===== config.mk =====
export PLATFORM = sky130hd
export DESIGN_NAME = led_round_scheduler
export DESIGN_NICKNAME = d
export VERILOG_FILES = /design/src/rtl/led_round_scheduler.sv
export SDC_FILE = /design/constraint.sdc
export NUM_CORES = 1
export LEC_CHECK = 0
export BUFFER_PORTS_ARGS = -buffer_cell sky130_fd_sc_hd__buf_2
export CORE_AREA = 10 10 85 87
export CTS_CLUSTER_SIZE = 10
export DETAILED_ROUTE_END_ITERATION = 10
export DIE_AREA = 0 0 95 97
export PLACE_DENSITY = 0.84
export SYNTH_ARGS = -nofsm -noshare
export SYNTH_HDL_FRONTEND = slang
export SYNTH_SLANG_ARGS = --single-unit

===== constraint.sdc =====
create_clock -name clk -period 7.8 [get_ports clk]
set_clock_uncertainty 0.2 [all_clocks]
set_input_delay 1.56 -clock clk [delete_from_list [all_inputs] [get_ports clk]]
set_output_delay 1.56 -clock clk [all_outputs]
set_load 0.005 [all_outputs]

===== src/rtl/led_round_scheduler.sv =====
// Round scheduler for the two 3-bit code slots of the 4-LED pattern decoder.
// Collects codes from requesters A and B, shows the pair for a hold time, then blanks.
module led_round_scheduler #(
  parameter int         HOLD_CYCLES    = 25000000,
  parameter int         GAP_CYCLES     = 5000000,
  parameter int         TIMEOUT_CYCLES = 250000000,
  parameter int         CNT_W          = 28,
  parameter logic [2:0] BLANK_CODE     = 3'b011
) (
  input  logic       clk,
  input  logic       rst_n,
  input  logic       a_req,
  input  logic [2:0] a_code,
  output logic       a_ack,
  input  logic       b_req,
  input  logic [2:0] b_code,
  output logic       b_ack,
  output logic [2:0] abc,
  output logic [2:0] def,
  output logic       show,
  output logic       busy,
  output logic       timeout_flag,
  output logic [7:0] round_cnt
);

  typedef enum logic [1:0] {COLLECT, SHOW, GAP} state_t;

  localparam logic [CNT_W-1:0] HOLD_LOAD    = CNT_W'(HOLD_CYCLES - 1);
  localparam logic [CNT_W-1:0] GAP_LOAD     = CNT_W'(GAP_CYCLES - 1);
  localparam logic [CNT_W-1:0] TIMEOUT_LOAD = CNT_W'(TIMEOUT_CYCLES - 1);

  state_t           state_reg;
  logic             a_full_reg;
  logic             b_full_reg;
  logic [2:0]       a_reg;
  logic [2:0]       b_reg;
  logic [CNT_W-1:0] cnt_reg;

  logic cap_a;
  logic cap_b;
  logic both_empty;
  logic both_full;

  assign both_empty = !a_full_reg && !b_full_reg;
  assign both_full  = a_full_reg && b_full_reg;
  assign cap_a      = (state_reg == COLLECT) && a_req && !a_full_reg;
  assign cap_b      = (state_reg == COLLECT) && b_req && !b_full_reg;

  always_ff @(posedge clk or negedge rst_n) begin
    if (!rst_n) begin
      state_reg    <= COLLECT;
      a_full_reg   <= 1'b0;
      b_full_reg   <= 1'b0;
      a_reg        <= BLANK_CODE;
      b_reg        <= BLANK_CODE;
      cnt_reg      <= '0;
      a_ack        <= 1'b0;
      b_ack        <= 1'b0;
      abc          <= BLANK_CODE;
      def          <= BLANK_CODE;
      show         <= 1'b0;
      busy         <= 1'b0;
      timeout_flag <= 1'b0;
      round_cnt    <= 8'd0;
    end else begin
      a_ack <= cap_a;
      b_ack <= cap_b;
      case (state_reg)
        COLLECT: begin
          if (both_full) begin
            // Both slots load together so the decoder never sees a half-updated pair.
            abc       <= a_reg;
            def       <= b_reg;
            show      <= 1'b1;
            busy      <= 1'b1;
            cnt_reg   <= HOLD_LOAD;
            state_reg <= SHOW;
          end else begin
            if (cap_a) begin
              a_reg      <= a_code;
              a_full_reg <= 1'b1;
            end
            if (cap_b) begin
              b_reg      <= b_code;
              b_full_reg <= 1'b1;
            end
            if (both_empty) begin
              if (cap_a || cap_b) begin
                timeout_flag <= 1'b0;
                cnt_reg      <= TIMEOUT_LOAD;
              end
            end else if (!cap_a && !cap_b) begin
              // Exactly one slot is full here; a capture on the expiry edge takes priority.
              if (cnt_reg == '0) begin
                timeout_flag <= 1'b1;
                if (!a_full_reg) begin
                  a_reg      <= BLANK_CODE;
                  a_full_reg <= 1'b1;
                end else begin
                  b_reg      <= BLANK_CODE;
                  b_full_reg <= 1'b1;
                end
              end else begin
                cnt_reg <= cnt_reg - CNT_W'(1);
              end
            end
          end
        end
        SHOW: begin
          if (cnt_reg == '0) begin
            show      <= 1'b0;
            abc       <= BLANK_CODE;
            def       <= BLANK_CODE;
            round_cnt <= round_cnt + 8'd1;
            cnt_reg   <= GAP_LOAD;
            state_reg <= GAP;
          end else begin
            cnt_reg <= cnt_reg - CNT_W'(1);
          end
        end
        GAP: begin
          if (cnt_reg == '0) begin
            busy       <= 1'b0;
            a_full_reg <= 1'b0;
            b_full_reg <= 1'b0;
            state_reg  <= COLLECT;
          end else begin
            cnt_reg <= cnt_reg - CNT_W'(1);
          end
        end
        default: state_reg <= COLLECT;
      endcase
    end
  end

endmodule


==> results.md <==
- Status: complete, no violations
- Final Util: 70.7%
- Wire length per cell: 18.3 um
- Clock Power Share: 23.1%
- Final Cycle Share: 46.2%
- Asr flop ratio synth: 100%
- Max Fclk: 277 MHz
- Post-route cell area: 0.00387 mm2
- Vias in the first global route: 3,010
- Post-synthesis net count: 419
- TritonCTS buffer count: 9
- Sum Neg Setup Slack: 0 ns
- Detailed Routing Iterations Pass 1: 5
- CP Buf/Inv Count: 0
- Post-route DRC violation count: 0
- Insertion delay to the later sink of the worst-skew pair: 0.34 ns
- Period minus WS final: 3.61 ns
- Number of DRC markers in iteration 0: 369
- Hold depth: 1
- Power per cell area: 338 mW/mm2
- Die height: 97 um
- GPL Wtd Cong: 1.01
- Critical Path End Type: flip-flop
- R2R setup slack: 4.19 ns
- P_leak: 1.65 nW
- NetSw: 0.537 mW
- Critical path class: reg -> reg
- Worst endpoint required time: 7.82 ns
- Count of final max-slew check failures: 0
- Worst Hold Class: reg -> reg
- Seq cells post-synth: 57
- Worst VDD drop: 0.207 mV
- Gr usage total: 19.7%
- CTS sink count: 57
- Ys flop type: dfrtp_1
- Fin nets: 437
- Clock transition at the registers of the reported paths: 0.07 ns
- Instance count of the mapped netlist: 399
- Reg power frac: 34.9%
- Slew HR: 38.5%
- Max Cap Violations: 0
- Largest net degree at the start of global routing: 58
- Max stage delay on crit path: 0.77 ns
- Most frequent cells in the layout: 49 x dfrtp_1, 37 x nor2_1, 37 x o21ai_0
- H-tree Lvls: 3
- Internal Power: 0.770 mW
- Post-DP HPWL: 6.23 mm
- Root Buffer: clkbuf_8
- Cell mode on critical path: nand4_1
- Remaining Overflow, GRT: 0
- Crit path max-delay cell type: nand4_1
- Hold Fails Final Rpt: 0
- Most common cell after layout, fill and taps aside: dfrtp_1
- Initial core utilization: 64.1%
- Worst slew pin tran: 0.923 ns
- Worst Setup Start Kind: flip-flop
- Fill count: 423
- Routed Wire Length: 9.05 mm
- RSZ-0062 raised after global routing: no
- ANT cells: 0
- WP depth: 6
- Number of enable flip-flop cells after synthesis: 0
- Hold-fix buffers, CTS: 0
- Comb pwr share: 41.9%
- Switch share: 41.1%
- Dpl cell area: 0.00366 mm2
- First-pass GRT wire length: 14.9 mm
- Die W: 95 um
- Final Power: 1.31 mW
- Share of layout cells above drive strength 1: 17.5%
- Core area: 0.00547 mm2
- Synthesized area: 0.00351 mm2
- WP data arrival: 3.63 ns
- Synthesis warning total: 0
- Crit-path max FO: 20
- Cells on worst reg2reg path: 6
- Final setup violation count: 0
- Total die area: 0.00922 mm2
- Placement row count: 27
- Largest register FFs: 28
- I/O Pins: 29
- Area Overhead vs Synth: 10.3%
- Post-CTS Resized: 0
- DR vias/cell: 6.73
- Post-CTS Setup Bufs: 0
- Clk buf depth: 2
- Initial antenna violation count: 0
- Hold Slack: 0.294 ns
- Distinct cell type count after synthesis: 62
- TritonCTS clock tree: done
- ANT nets after route: 0
- Worst-path cell chain: or4_4, nor4b_4, nand4_1, nor3_1, nand4_1, xnor2_1
- Vias: 3,323
- Sequential share of the synthesized area: 40.9%
- Syn avg cell area: 8.79 um2
- Crit-path leading delay family: simple AND/OR/NAND/NOR gates
- IO Port Bufs: 28
## cells in the mapped netlist, types with 8 or more instances
cell	count	area [um2]
a21oi_1	31	155
a31oi_1	8	50.1
clkbuf_1	21	78.8
dfrtp_1	49	1230
dfstp_2	8	210
ha_1	10	125
inv_1	19	71.3
nand2_1	29	109
nand3_1	14	70.1
nand4_1	9	56.3
nor2_1	37	139
nor3_1	14	70.1
o21ai_0	37	185
o22ai_1	8	50.1
## area by class of cell
type,instances,area [um2],area share (%)
multi-input combinational,300,1910,49.3
tap,72,90.1,2.33
timing repair buffer,30,155,4.01
inverter,19,71.3,1.84
sequential,57,1440,37.1
clock buffer,11,131,3.39
clock inverter,5,80.1,2.07
## cell families after synthesis
kind of cell	count (synthesis)	share of synthesized area (%)
adder cells (fa/ha/maj)	10	3.57
XOR/XNOR	8	2.00
AO/OA/AOI/OAI	137	25.6
buffers and inverters	42	4.92
multiplexers	4	1.21
flip-flops	57	40.9
AND/OR/NAND/NOR	141	21.8
## per-stage QoR
stage / instances / worst slack [ns]
after floorplan: 399 / 4.47
after global placement: 478 / 4.09
after detailed placement: 478 / 3.98
after CTS: 494 / 4.26
after global routing: 494 / 3.92
final: 494 / 4.19
## power by group through the flow
stage | combinational [mW] | sequential, mW | clock, mW
floorplan | 0.415 | 0.439 | 0
global route | 0.613 | 0.468 | 0.319
detailed placement | 0.535 | 0.457 | 0
global placement | 0.520 | 0.453 | 0
CTS | 0.537 | 0.453 | 0.306
finish | 0.548 | 0.457 | 0.302
## path summary, 6_finish.rpt
check / end / startpoint
worst min register to register: round_cnt[7] / round_cnt[7]
min in group asynchronous: busy / rst_n
worst min-delay path: round_cnt[7] / round_cnt[7]
max in group asynchronous: cnt_reg[8] / rst_n
worst max-delay path: round_cnt[5] / cnt_reg[22]
worst max register to register: round_cnt[5] / cnt_reg[22]
## metal layers
metal  vias up  track usage [%]  wire, um
met5         -                0         0
met3        25             4.70       876
met2       201             29.5      4140
li1       1535                -         -
met4         0             8.24       220
met1      1562             26.2      3810
Note: power is estimated with default switching activity, not from simulation.
